[config.mk]
export PLATFORM = sky130hd
export DESIGN_NAME = aes_round_ctrl_flat
export DESIGN_NICKNAME = d
export VERILOG_FILES = /design/src/rtl/aes_pkg.sv /design/src/rtl/aes_round_ctrl_if.sv /design/src/rtl/aes_rk_fetch.sv /design/src/rtl/aes_round_ctrl.sv /design/src/flat_wrapper.sv
export SDC_FILE = /design/constraint.sdc
export NUM_CORES = 1
export LEC_CHECK = 0
export BUFFER_PORTS_ARGS = -buffer_cell sky130_fd_sc_hd__buf_2
export CAP_MARGIN = 10
export CORE_UTILIZATION = 40
export CTS_CLUSTER_DIAMETER = 40
export CTS_CLUSTER_SIZE = 40
export DETAILED_ROUTE_END_ITERATION = 10
export HOLD_SLACK_MARGIN = 0.08
export PLACE_DENSITY = 0.67
export REMOVE_ABC_BUFFERS = 1
export SLEW_MARGIN = 40
export SYNTH_ARGS = -nofsm -noshare
export SYNTH_HDL_FRONTEND = slang
export SYNTH_HIERARCHICAL = 1
export SYNTH_SLANG_ARGS = --single-unit
[constraint.sdc]
create_clock -name clk -period 39.7 [get_ports clk]
set_input_delay 9.925 -clock clk [delete_from_list [all_inputs] [get_ports clk]]
set_output_delay 9.925 -clock clk [all_outputs]
set_load 0.02 [all_outputs]
[src/rtl/aes_pkg.sv]
// aes_pkg: shared AES-128 constants, block type and round-sequencer FSM states.
package aes_pkg;

    localparam int AES_BLK_W = 128;
    localparam int AES_NR    = 10;
    localparam int AES_RND_W = 4;

    typedef logic [AES_BLK_W-1:0] aes_blk_t;

    typedef enum logic [2:0] {
        IDLE,
        KEY0,
        ISSUE,
        WAIT,
        DONE
    } aes_state_e;

endpackage

[src/rtl/aes_round_ctrl_if.sv]
// aes_round_ctrl_if: plaintext/ciphertext handshakes plus the key-schedule and
// round-datapath links of the AES round sequencer. master = sequencer side,
// slave = surrounding key schedule, datapath and block source/sink.
interface aes_round_ctrl_if;
    import aes_pkg::*;

    logic                 in_valid;
    logic                 in_ready;
    aes_blk_t             in_block;

    logic                 out_valid;
    logic                 out_ready;
    aes_blk_t             out_block;

    logic                 rk_req_o;
    logic [AES_RND_W-1:0] rk_idx_o;
    logic                 rk_valid_i;
    aes_blk_t             rk_i;

    logic                 dp_start_o;
    aes_blk_t             dp_state_o;
    logic                 dp_last_o;
    aes_blk_t             dp_state_i;

    modport master (
        input  in_valid, in_block, out_ready, rk_valid_i, rk_i, dp_state_i,
        output in_ready, out_valid, out_block, rk_req_o, rk_idx_o,
               dp_start_o, dp_state_o, dp_last_o
    );

    modport slave (
        output in_valid, in_block, out_ready, rk_valid_i, rk_i, dp_state_i,
        input  in_ready, out_valid, out_block, rk_req_o, rk_idx_o,
               dp_start_o, dp_state_o, dp_last_o
    );

endinterface

[src/rtl/aes_rk_fetch.sv]
// aes_rk_fetch: round-key request/hold. A request is raised by req_set and
// held until rk_valid_i; the served key is parked in rk_hold until consumed.
module aes_rk_fetch
    import aes_pkg::*;
(
    input  logic                 clk,
    input  logic                 rst,
    input  logic                 req_set,
    input  logic [AES_RND_W-1:0] req_idx,
    input  logic                 consume,
    input  logic                 rk_valid_i,
    input  aes_blk_t             rk_i,
    output logic                 rk_req_o,
    output logic [AES_RND_W-1:0] rk_idx_o,
    output logic                 key_avail,
    output aes_blk_t             key_val
);

    logic                 rk_req_q, rk_req_d;
    logic [AES_RND_W-1:0] rk_idx_q, rk_idx_d;
    logic                 rk_got_q, rk_got_d;
    aes_blk_t             rk_hold_q, rk_hold_d;
    logic                 take;

    // A key is only taken while a request is outstanding.
    assign take      = rk_req_q & rk_valid_i;
    assign key_avail = rk_got_q | take;
    assign key_val   = rk_got_q ? rk_hold_q : rk_i;
    assign rk_req_o  = rk_req_q;
    assign rk_idx_o  = rk_idx_q;

    // Capture, then consume, then a fresh request; later assignments take priority.
    always_comb begin
        rk_req_d  = rk_req_q;
        rk_idx_d  = rk_idx_q;
        rk_got_d  = rk_got_q;
        rk_hold_d = rk_hold_q;
        if (take) begin
            rk_req_d  = 1'b0;
            rk_got_d  = 1'b1;
            rk_hold_d = rk_i;
        end
        if (consume) begin
            rk_got_d = 1'b0;
        end
        if (req_set) begin
            rk_req_d = 1'b1;
            rk_idx_d = req_idx;
        end
    end

    // Request and flag registers, cleared by reset.
    always_ff @(posedge clk) begin
        if (rst) begin
            rk_req_q <= 1'b0;
            rk_idx_q <= '0;
            rk_got_q <= 1'b0;
        end else begin
            rk_req_q <= rk_req_d;
            rk_idx_q <= rk_idx_d;
            rk_got_q <= rk_got_d;
        end
    end

    // Held key data; only meaningful while rk_got is set.
    always_ff @(posedge clk) begin
        rk_hold_q <= rk_hold_d;
    end

endmodule

[src/rtl/aes_round_ctrl.sv]
// aes_round_ctrl: AES-128 round sequencer. Whitens the plaintext with key 0,
// drives an external registered round datapath NR times (last round without
// MixColumns) and returns the ciphertext on a valid/ready handshake.
// Optional: define AES_RC_STAT_EN to add the blk_count and busy outputs.
module aes_round_ctrl
    import aes_pkg::*;
#(
    parameter int NR     = AES_NR,
    parameter int DP_LAT = 1
) (
    input  logic clk,
    input  logic rst,
    aes_round_ctrl_if.master bus
`ifdef AES_RC_STAT_EN
    ,
    output logic [31:0] blk_count,
    output logic        busy
`endif
);

    localparam int LAT_W = (DP_LAT < 2) ? 1 : $clog2(DP_LAT + 1);
    localparam logic [AES_RND_W-1:0] LAST_RND = AES_RND_W'(NR);
    localparam logic [LAT_W-1:0]     LAT_INIT = LAT_W'(DP_LAT);

    aes_state_e           state_q, state_d;
    logic [AES_RND_W-1:0] round_q, round_d;
    logic [LAT_W-1:0]     lat_cnt_q, lat_cnt_d;
    logic                 dp_got_q, dp_got_d;
    aes_blk_t             st_q, st_d;
    aes_blk_t             dp_hold_q, dp_hold_d;

    logic                 in_ready_q, in_ready_d;
    logic                 out_valid_q, out_valid_d;
    aes_blk_t             out_block_q, out_block_d;
    logic                 dp_start_q, dp_start_d;
    aes_blk_t             dp_state_q, dp_state_d;
    logic                 dp_last_q, dp_last_d;

    logic                 accept, key_avail, dp_now, dp_avail, merge, is_last;
    logic                 rk_set, rk_consume;
    aes_blk_t             key_val, dp_val, merged;

    aes_rk_fetch u_rk_fetch (
        .clk        (clk),
        .rst        (rst),
        .req_set    (rk_set),
        .req_idx    (round_d),
        .consume    (rk_consume),
        .rk_valid_i (bus.rk_valid_i),
        .rk_i       (bus.rk_i),
        .rk_req_o   (bus.rk_req_o),
        .rk_idx_o   (bus.rk_idx_o),
        .key_avail  (key_avail),
        .key_val    (key_val)
    );

    // The datapath result is due on the cycle lat_cnt reaches 1; it is taken
    // only once per round and then lives in dp_hold while the key is late.
    assign accept     = (state_q == IDLE) & bus.in_valid & in_ready_q;
    assign is_last    = (round_q == LAST_RND);
    assign dp_now     = (state_q == WAIT) & ~dp_got_q & (lat_cnt_q == LAT_W'(1));
    assign dp_avail   = dp_got_q | dp_now;
    assign dp_val     = dp_got_q ? dp_hold_q : bus.dp_state_i;
    assign merged     = dp_val ^ key_val;
    assign merge      = (state_q == WAIT) & dp_avail & key_avail;
    assign rk_consume = ((state_q == KEY0) & key_avail) | merge;
    assign rk_set     = ((state_d == KEY0) & (state_q != KEY0)) | (state_d == ISSUE);

    // Next-state logic.
    always_comb begin
        state_d = state_q;
        case (state_q)
            IDLE:    if (accept) state_d = KEY0;
            KEY0:    if (key_avail) state_d = ISSUE;
            ISSUE:   state_d = WAIT;
            WAIT:    if (merge) state_d = is_last ? DONE : ISSUE;
            DONE:    if (bus.out_ready) state_d = IDLE;
            default: state_d = IDLE;
        endcase
    end

    // Round state, round counter and datapath-result capture.
    always_comb begin
        st_d      = st_q;
        round_d   = round_q;
        lat_cnt_d = lat_cnt_q;
        dp_got_d  = dp_got_q;
        dp_hold_d = dp_hold_q;
        case (state_q)
            IDLE: begin
                if (accept) begin
                    st_d    = bus.in_block;
                    round_d = '0;
                end
            end
            KEY0: begin
                if (key_avail) begin
                    st_d    = st_q ^ key_val;
                    round_d = AES_RND_W'(1);
                end
            end
            ISSUE: begin
                lat_cnt_d = LAT_INIT;
                dp_got_d  = 1'b0;
            end
            WAIT: begin
                if (lat_cnt_q != '0) lat_cnt_d = lat_cnt_q - LAT_W'(1);
                if (merge) begin
                    st_d     = merged;
                    dp_got_d = 1'b0;
                    if (!is_last) round_d = round_q + AES_RND_W'(1);
                end else if (dp_now) begin
                    dp_hold_d = bus.dp_state_i;
                    dp_got_d  = 1'b1;
                end
            end
            default: ;
        endcase
    end

    // Registered outputs decoded from the next state so they line up with it.
    always_comb begin
        in_ready_d  = (state_d == IDLE);
        out_valid_d = (state_d == DONE);
        dp_start_d  = (state_d == ISSUE);
        dp_state_d  = (state_d == ISSUE) ? st_d : dp_state_q;
        dp_last_d   = (state_d == ISSUE) ? (round_d == LAST_RND) : dp_last_q;
        out_block_d = (merge && is_last) ? merged : out_block_q;
    end

    // State, control and output registers; reset abandons any block in flight.
    always_ff @(posedge clk) begin
        if (rst) begin
            state_q     <= IDLE;
            round_q     <= '0;
            lat_cnt_q   <= '0;
            dp_got_q    <= 1'b0;
            in_ready_q  <= 1'b0;
            out_valid_q <= 1'b0;
            out_block_q <= '0;
            dp_start_q  <= 1'b0;
            dp_state_q  <= '0;
            dp_last_q   <= 1'b0;
        end else begin
            state_q     <= state_d;
            round_q     <= round_d;
            lat_cnt_q   <= lat_cnt_d;
            dp_got_q    <= dp_got_d;
            in_ready_q  <= in_ready_d;
            out_valid_q <= out_valid_d;
            out_block_q <= out_block_d;
            dp_start_q  <= dp_start_d;
            dp_state_q  <= dp_state_d;
            dp_last_q   <= dp_last_d;
        end
    end

    // Working state and held datapath result; gated by the control flags.
    always_ff @(posedge clk) begin
        st_q      <= st_d;
        dp_hold_q <= dp_hold_d;
    end

    assign bus.in_ready   = in_ready_q;
    assign bus.out_valid  = out_valid_q;
    assign bus.out_block  = out_block_q;
    assign bus.dp_start_o = dp_start_q;
    assign bus.dp_state_o = dp_state_q;
    assign bus.dp_last_o  = dp_last_q;

`ifdef AES_RC_STAT_EN
    logic [31:0] blk_count_q, blk_count_d;

    // Completed-block counter, one step per output handshake, wrapping at 2^32.
    always_comb begin
        blk_count_d = blk_count_q;
        if (out_valid_q && bus.out_ready) blk_count_d = blk_count_q + 32'd1;
    end

    // Counter register.
    always_ff @(posedge clk) begin
        if (rst) blk_count_q <= '0;
        else     blk_count_q <= blk_count_d;
    end

    assign blk_count = blk_count_q;
    assign busy      = (state_q != IDLE);
`endif

endmodule
[src/flat_wrapper.sv]
// flat-port wrapper written by rule: the top's interface ports become plain ports
module aes_round_ctrl_flat import aes_pkg::*;
#(
    parameter int NR     = AES_NR,
    parameter int DP_LAT = 1
)
  (clk, rst, bus_in_valid, bus_in_block, bus_out_ready, bus_rk_valid_i, bus_rk_i, bus_dp_state_i, bus_in_ready, bus_out_valid, bus_out_block, bus_rk_req_o, bus_rk_idx_o, bus_dp_start_o, bus_dp_state_o, bus_dp_last_o);
  aes_round_ctrl_if bus_i ();
  input  logic clk;
  input  logic rst;
  input wire logic [$bits(bus_i.in_valid)-1:0] bus_in_valid;
  input wire logic [$bits(bus_i.in_block)-1:0] bus_in_block;
  input wire logic [$bits(bus_i.out_ready)-1:0] bus_out_ready;
  input wire logic [$bits(bus_i.rk_valid_i)-1:0] bus_rk_valid_i;
  input wire logic [$bits(bus_i.rk_i)-1:0] bus_rk_i;
  input wire logic [$bits(bus_i.dp_state_i)-1:0] bus_dp_state_i;
  output wire logic [$bits(bus_i.in_ready)-1:0] bus_in_ready;
  output wire logic [$bits(bus_i.out_valid)-1:0] bus_out_valid;
  output wire logic [$bits(bus_i.out_block)-1:0] bus_out_block;
  output wire logic [$bits(bus_i.rk_req_o)-1:0] bus_rk_req_o;
  output wire logic [$bits(bus_i.rk_idx_o)-1:0] bus_rk_idx_o;
  output wire logic [$bits(bus_i.dp_start_o)-1:0] bus_dp_start_o;
  output wire logic [$bits(bus_i.dp_state_o)-1:0] bus_dp_state_o;
  output wire logic [$bits(bus_i.dp_last_o)-1:0] bus_dp_last_o;
  assign bus_i.in_valid = bus_in_valid;
  assign bus_i.in_block = bus_in_block;
  assign bus_i.out_ready = bus_out_ready;
  assign bus_i.rk_valid_i = bus_rk_valid_i;
  assign bus_i.rk_i = bus_rk_i;
  assign bus_i.dp_state_i = bus_dp_state_i;
  assign bus_in_ready = bus_i.in_ready;
  assign bus_out_valid = bus_i.out_valid;
  assign bus_out_block = bus_i.out_block;
  assign bus_rk_req_o = bus_i.rk_req_o;
  assign bus_rk_idx_o = bus_i.rk_idx_o;
  assign bus_dp_start_o = bus_i.dp_start_o;
  assign bus_dp_state_o = bus_i.dp_state_o;
  assign bus_dp_last_o = bus_i.dp_last_o;
  aes_round_ctrl #(.NR(NR), .DP_LAT(DP_LAT)) u_core (.clk(clk), .rst(rst), .bus(bus_i));
endmodule
==> results_dict.tcl, run 1 <==
set metrics [dict create \
    cts_root_buf "clkbuf_16" \
    clk_latency_ns 0.65 \
    grt_pass1_wl_mm 146 \
    rsz0062_at_grt "no" \
    outcome "completed" \
    dieArea_mm2 0.0731 \
    drtAntennaViolNets 0 \
    setup_violations 0 \
    vias_per_cell 5.66 \
    overflow 0 \
    ys_seq_area_share_pct 54.7 \
    cp_data_required_time_ns 40.22 \
    drt_iter0_drc 2270 \
    first_pass_iters 9 \
    fmax_ghz 0.0808 \
    antenna_found_initial 33 \
    hp-class "flop to flop" \
    tightest_slew_ns 0.885 \
    worstSetupPathType "input port to flop" \
    die_w_um 270 \
    clockBufferDepth 3 \
    synth.distinct_cells 50 \
    maxCapViolCount 0 \
    syn-cell-area_mm2 0.0288 \
    fillers 6559 \
    pre_cts_ws_ns 26.51 \
    start_kind "input port" \
    synthTopCellsByArea "dfxtp_1, edfxtp_1, nand2_1, mux2_2, mux2i_1" \
    start_util_pct 40.4 \
    fin_nets 3723 \
    cts_buffers 103 \
    slew_violations 0 \
    drcViolationCount 0 \
    grt_max_degree 130 \
    routed_wl_mm 97.2 \
    arrival_ns 12.90 \
    syn_avg_cell_area_um2 10.4 \
    p_leak_nw 13.9 \
    dp_hpwl_mm 60.1 \
    period_needed_ns 12.38 \
    drive_gt1_share_pct 29.8 \
    vias 24900 \
    ctsResizeCount 0 \
    wire_per_inst_um 22.1 \
    setup-tns-final_ns 0 \
    cts_setup_buffers 0 \
    postSynthCellCount 2758 \
    yosysTopAreaCellShare_pct 28.0 \
    ctsHoldBuffers 0 \
    crit_path_end_kind "flop" \
    io_buffers 653 \
    cellPowerDensity_mw_per_mm2 54.2 \
    synth_top_cell_by_area "dfxtp_1" \
    min_period_over_period_pct 31.2 \
    async_flop_share_pct 0 \
    critPathMaxFanout 63 \
    synthFlopType "dfxtp_1" \
    syn_to_final_growth_pct 26.3 \
    fin_skew_ns 0.0287 \
    synth_warnings 6 \
    cts_htree_levels 3 \
    grt_usage_pct 25.6 \
    ios 654 \
    gp_congestion 0.839 \
    final.setup.worst_slack_ns 27.32 \
    synth-edff-count 256 \
    clock_sinks 659 \
    dieHeight_um 270 \
    totalPowerFinal_mw 1.97 \
    grt_pass1_vias 24300 \
    ys_ff_latch 659 \
    timing.slew.headroom_pct 41.0 \
    core_area_mm2 0.0714 \
    rows 98 \
    clkTransAtPathRegs_ns 0.06 \
    cts_tree "done" \
    irDropWorstVdd_mv 0.0362 \
    hold_violations 0 \
]
metrics by stage:
step | cells | hold slack [ns] | cell area [µm²] | util (%)
2_1_floorplan | 2537 | 0.471 | 27800 | -
3_3_place_gp | 4173 | 0.436 | 32600 | 45.6
3_5_place_dp | 4177 | 0.441 | 32700 | 45.8
4_1_cts | 4370 | 0.447 | 36300 | 50.9
5_1_grt | 4388 | 0.462 | 36400 | 51.0
6_report | 4390 | 0.444 | 36400 | 51.0
critical path, stage by stage:
cell	delay (ns)
buf_2	0.12
a21o_4	0.28
o211ai_2	0.14
o21a_2	0.54
buf_4	0.55
or2_2	0.22
buf_6	0.50
o21ai_0	0.25
a311oi_1	0.31
layer usage:
| layer | vias to the layer above | global-route usage, % | wire (µm) |
|---|---|---|---|
| li1 | 11400 | - | - |
| met1 | 12000 | 32.4 | 39500 |
| met2 | 1179 | 41.9 | 46200 |
| met3 | 210 | 5.70 | 8320 |
| met4 | 24 | 10.9 | 3010 |
| met5 | - | 0 | 137 |
cells in the mapped netlist, drive strengths merged (3+ instances only):
library cell,n
a211oi,66
edfxtp,256
nor2b,5
a21oi,263
mux2,128
buf,92
o21ai,133
a311oi,64
inv,5
or3,64
nor4,4
and2,66
o2bb2ai,64
xnor2,64
clkbuf,129
mux2i,132
o211ai,3
nor3b,67
nor2,204
dfxtp,403
a222oi,64
a221oi,63
nand2,390
state kept, by name, indices dropped and copies added, names as in the netlist:
register                     count
u_core/state_q                   3
u_core/dp_hold_q               128
u_core/bus.dp_state_o          128
u_core/u_rk_fetch/rk_hold_q    128
u_core/bus.out_valid             1
u_core/lat_cnt_q                 1
u_core/bus.in_ready              1
u_core/bus.dp_last_o             1
u_core/dp_got_q                  1
u_core/round_q                   4
u_core/u_rk_fetch/rk_req_o       1
u_core/u_rk_fetch/rk_idx_o       4
u_core/bus.out_block           128
u_core/st_q                    128
u_core/u_rk_fetch/rk_got_q       1
u_core/bus.dp_start_o            1
kinds of logic after synthesis:
family                   count (synthesis)  synth area share [%]
buffers and inverters                  226                  3.62
AND/OR/NAND/NOR                        816                  13.0
multiplexers                           260                  9.59
flip-flops                             659                  54.7
adder cells (fa/ha/maj)                  2                0.0869
XOR/XNOR                                64                  1.95
AO/OA/AOI/OAI                          731                  17.1
worst paths after layout:
check / slack, ns / end / startpoint / cells past startpoint
setup / recovery: 27.32 / u_core/bus.dp_state_o[86]$_SDFFE_PP0P_ / bus_rk_valid_i / 9
hold / removal: 0.44 / u_core/bus.out_block[17]$_SDFFE_PP0P_ / u_core/bus.out_block[17]$_SDFFE_PP0P_ / 2
setup reg to reg: 36.08 / u_core/bus.dp_state_o[125]$_SDFFE_PP0P_ / u_core/u_rk_fetch/rk_got_q$_SDFFE_PP0P_ / 8
hold reg to reg: 0.44 / u_core/bus.out_block[17]$_SDFFE_PP0P_ / u_core/bus.out_block[17]$_SDFFE_PP0P_ / 2
area by class of cell:
class | instances | area (µm²) | share of cell area (%)
sequential | 659 | 15800 | 43.3
multi-input combinational | 1873 | 12100 | 33.2
timing repair buffer | 690 | 3660 | 10.1
clock buffer | 117 | 2770 | 7.60
tap | 950 | 1190 | 3.27
clock inverter | 76 | 863 | 2.37
antenna | 20 | 50.0 | 0.138
inverter | 5 | 18.8 | 0.0516
where the power goes:
| group | switching [mW] | internal (mW) | leakage (nW) | total [mW] |
|---|---|---|---|---|
| Sequential | 0.0315 | 0.765 | 5.60 | 0.796 |
| Combinational | 0.146 | 0.0962 | 6.52 | 0.242 |
| Clock | 0.361 | 0.573 | 1.76 | 0.935 |
cells in the final DEF (no fill, tap or decap), types with 6 or more instances in the layout:
master | synthesis | routed
a221oi_1 | 63 | 63
nand2_1 | 390 | 389
buf_2 | 46 | 652
a222oi_1 | 64 | 64
dfxtp_1 | 403 | 400
inv_6 | 0 | 15
or3_1 | 64 | 64
clkinv_2 | 0 | 9
o2bb2ai_1 | 64 | 64
a211oi_1 | 66 | 66
buf_6 | 13 | 12
edfxtp_1 | 256 | 256
diode_2 | 0 | 20
inv_8 | 0 | 6
clkbuf_1 | 129 | 6
a311oi_1 | 64 | 64
mux2_2 | 128 | 128
bufinv_16 | 0 | 9
nor2_1 | 204 | 203
buf_4 | 10 | 21
nor3b_1 | 67 | 67
a21oi_1 | 263 | 263
and2_1 | 66 | 64
clkinvlp_4 | 0 | 10
clkbuf_16 | 0 | 108
o21ai_0 | 132 | 132
clkinv_4 | 0 | 16
xnor2_1 | 64 | 64
mux2i_1 | 132 | 132
No activity file was read; power rests on OpenSTA's default activity.
==> run 2: changes to the inputs <==
- clock period: 39.7 -> 12.6 ns (I/O delays scaled with it)
==> run 2 against run 1 <==
Sequential power rose to 3.2 times the previous value. Combinational power rose to 3.2 times the previous value. Global-route usage up 0.060 points. Register-to-register slack worse by 28 ns. Highest routed layer unchanged. Largest cell class unchanged.
==> results_dict.tcl, run 2 (synthesis results as in run 1) <==
set metrics [dict create \
    fillers 6522 \
    gp_congestion 0.829 \
    grt_max_degree 130 \
    grt_use_met3_pct 6.14 \
    hp-class "flop to flop" \
    overflow 0 \
    start_kind "input port" \
    clk_latency_ns 0.67 \
    pre_cts_ws_ns 6.15 \
    clockBufferDepth 3 \
    cts_tree "done" \
    drcViolationCount 0 \
    instances_no_fill 4414 \
    cellPowerDensity_mw_per_mm2 175 \
    rows 98 \
    clock_sinks 659 \
    crit_path_frequent_cell "buf_4" \
    regArea_mm2 0.0158 \
    syn_to_final_growth_pct 27.7 \
    ctsResizeCount 0 \
    vias 25000 \
    outcome "completed" \
    tightest_slew_ns 0.880 \
    first_pass_iters 7 \
    min_period_over_period_pct 46.0 \
    final.setup.worst_slack_ns 6.81 \
    dieArea_mm2 0.0731 \
    drive_gt1_share_pct 30.1 \
    ctsHoldBuffers 0 \
    fmax_ghz 0.173 \
    critical_path.max_stage_delay_ns 0.67 \
    grt_util_met1_pct 31.6 \
    timing.slew.headroom_pct 41.3 \
    final_cell_mix "buf_2, dfxtp_1, nand2_1, a21oi_1, edfxtp_1" \
    grt_pass1_wl_mm 146 \
    core_area_mm2 0.0714 \
    drt_iter0_drc 2015 \
    use_met2_pct 41.9 \
    vias_per_cell 5.66 \
    final_common_cell "buf_2" \
    worstSetupPathType "input port to flop" \
    cts_setup_buffers 0 \
    cts_root_buf "clkbuf_16" \
    grt_pass1_vias 24500 \
    slew_violations 0 \
    crit_path_end_kind "flop" \
    hold_violations 0 \
    grt_usage_pct 25.6 \
    critPathMaxFanout 68 \
    die_w_um 270 \
    cts_buffers 110 \
    fin_nets 3730 \
    period_needed_ns 5.79 \
    drtAntennaViolNets 0 \
    antenna_found_initial 43 \
    rsz0062_at_grt "no" \
    cts_htree_levels 3 \
    multi_input_area_mm2 0.0121 \
    io_buffers 653 \
    wire_per_inst_um 22.2 \
    busiest_layer "met2" \
    start_util_pct 40.4 \
    cp_data_required_time_ns 13.14 \
    utilization_pct 51.5 \
    maxCapViolCount 0 \
    ios 654 \
    p_leak_nw 14.0 \
    fin_skew_ns 0.0443 \
    setup-tns-final_ns 0 \
    numPlacedInstances 4175 \
    routed_wl_mm 98.0 \
    arrival_ns 6.33 \
    clkTransAtPathRegs_ns 0.05 \
    dieHeight_um 270 \
    crit_slowest_cell "buf_4" \
    setup_violations 0 \
    irDropWorstVdd_mv 0.137 \
    totalPowerFinal_mw 6.43 \
    dp_hpwl_mm 59.6 \
    path_cells "buf_2 -> a21o_4 -> nand4b_1 -> or2_1 -> o21ai_4 -> buf_4 -> buf_4 -> nor2_1 -> a211oi_1" \
]
## run 2: cell count changes in the layout (fill, tap and decap cells not counted), moves of 5 or more
cell	before	now
clkbuf_16	108	119
clkinvlp_4	10	15
inv_8	6	1
clkinv_2	9	15
diode_2	20	27
inv_6	15	10
clkbuf_8	3	11
## run 2: layer usage
layer	up-vias	share of wire [%]
met5	-	0.22
met3	260	8.6
met4	32	3.7
met2	1242	47
li1	11400	-
met1	12000	40
## run 2: final timing paths
kind                                                 from  cells past startpoint  slack (ns)                               endpoint
hold reg to reg     u_core/bus.out_block[19]$_SDFFE_PP0P_                      2        0.45  u_core/bus.out_block[19]$_SDFFE_PP0P_
setup reg to reg  u_core/u_rk_fetch/rk_got_q$_SDFFE_PP0P_                      8        8.56  u_core/bus.dp_state_o[7]$_SDFFE_PP0P_
setup / recovery                           bus_rk_valid_i                      9        6.81  u_core/bus.dp_state_o[7]$_SDFFE_PP0P_
hold / removal      u_core/bus.out_block[19]$_SDFFE_PP0P_                      2        0.45  u_core/bus.out_block[19]$_SDFFE_PP0P_
## run 2: final cells by class
cell class	count	area share, %
repair buffers	690	9.97
clock buffers	140	8.61
diodes	27	0.184
well taps	950	3.23
flip-flops and latches	659	42.9
inverters	5	0.0510
clock inverters	70	2.25
multi-input cells	1873	32.8
## run 2: worst max-delay path, delay by kind of cell
family	cells	cell delay (ns)
AOI/OAI and AO/OA	3	0.83
and+or+nand+nor	3	0.85
buffers and inverters	3	1.42
## run 2: report_power, final
part / switching, mW / internal (mW)
Clock: 1.15 / 2.01
Sequential: 0.101 / 2.41
Combinational: 0.461 / 0.303
Total: 1.71 / 4.72
## run 2: through the flow
stage	hold WS (ns)	cell area [µm²]
after CTS	0.447	36700
after detailed placement	0.441	32700
after floorplan	0.471	27800
final	0.446	36800
after global placement	0.435	32600
after global routing	0.459	36800
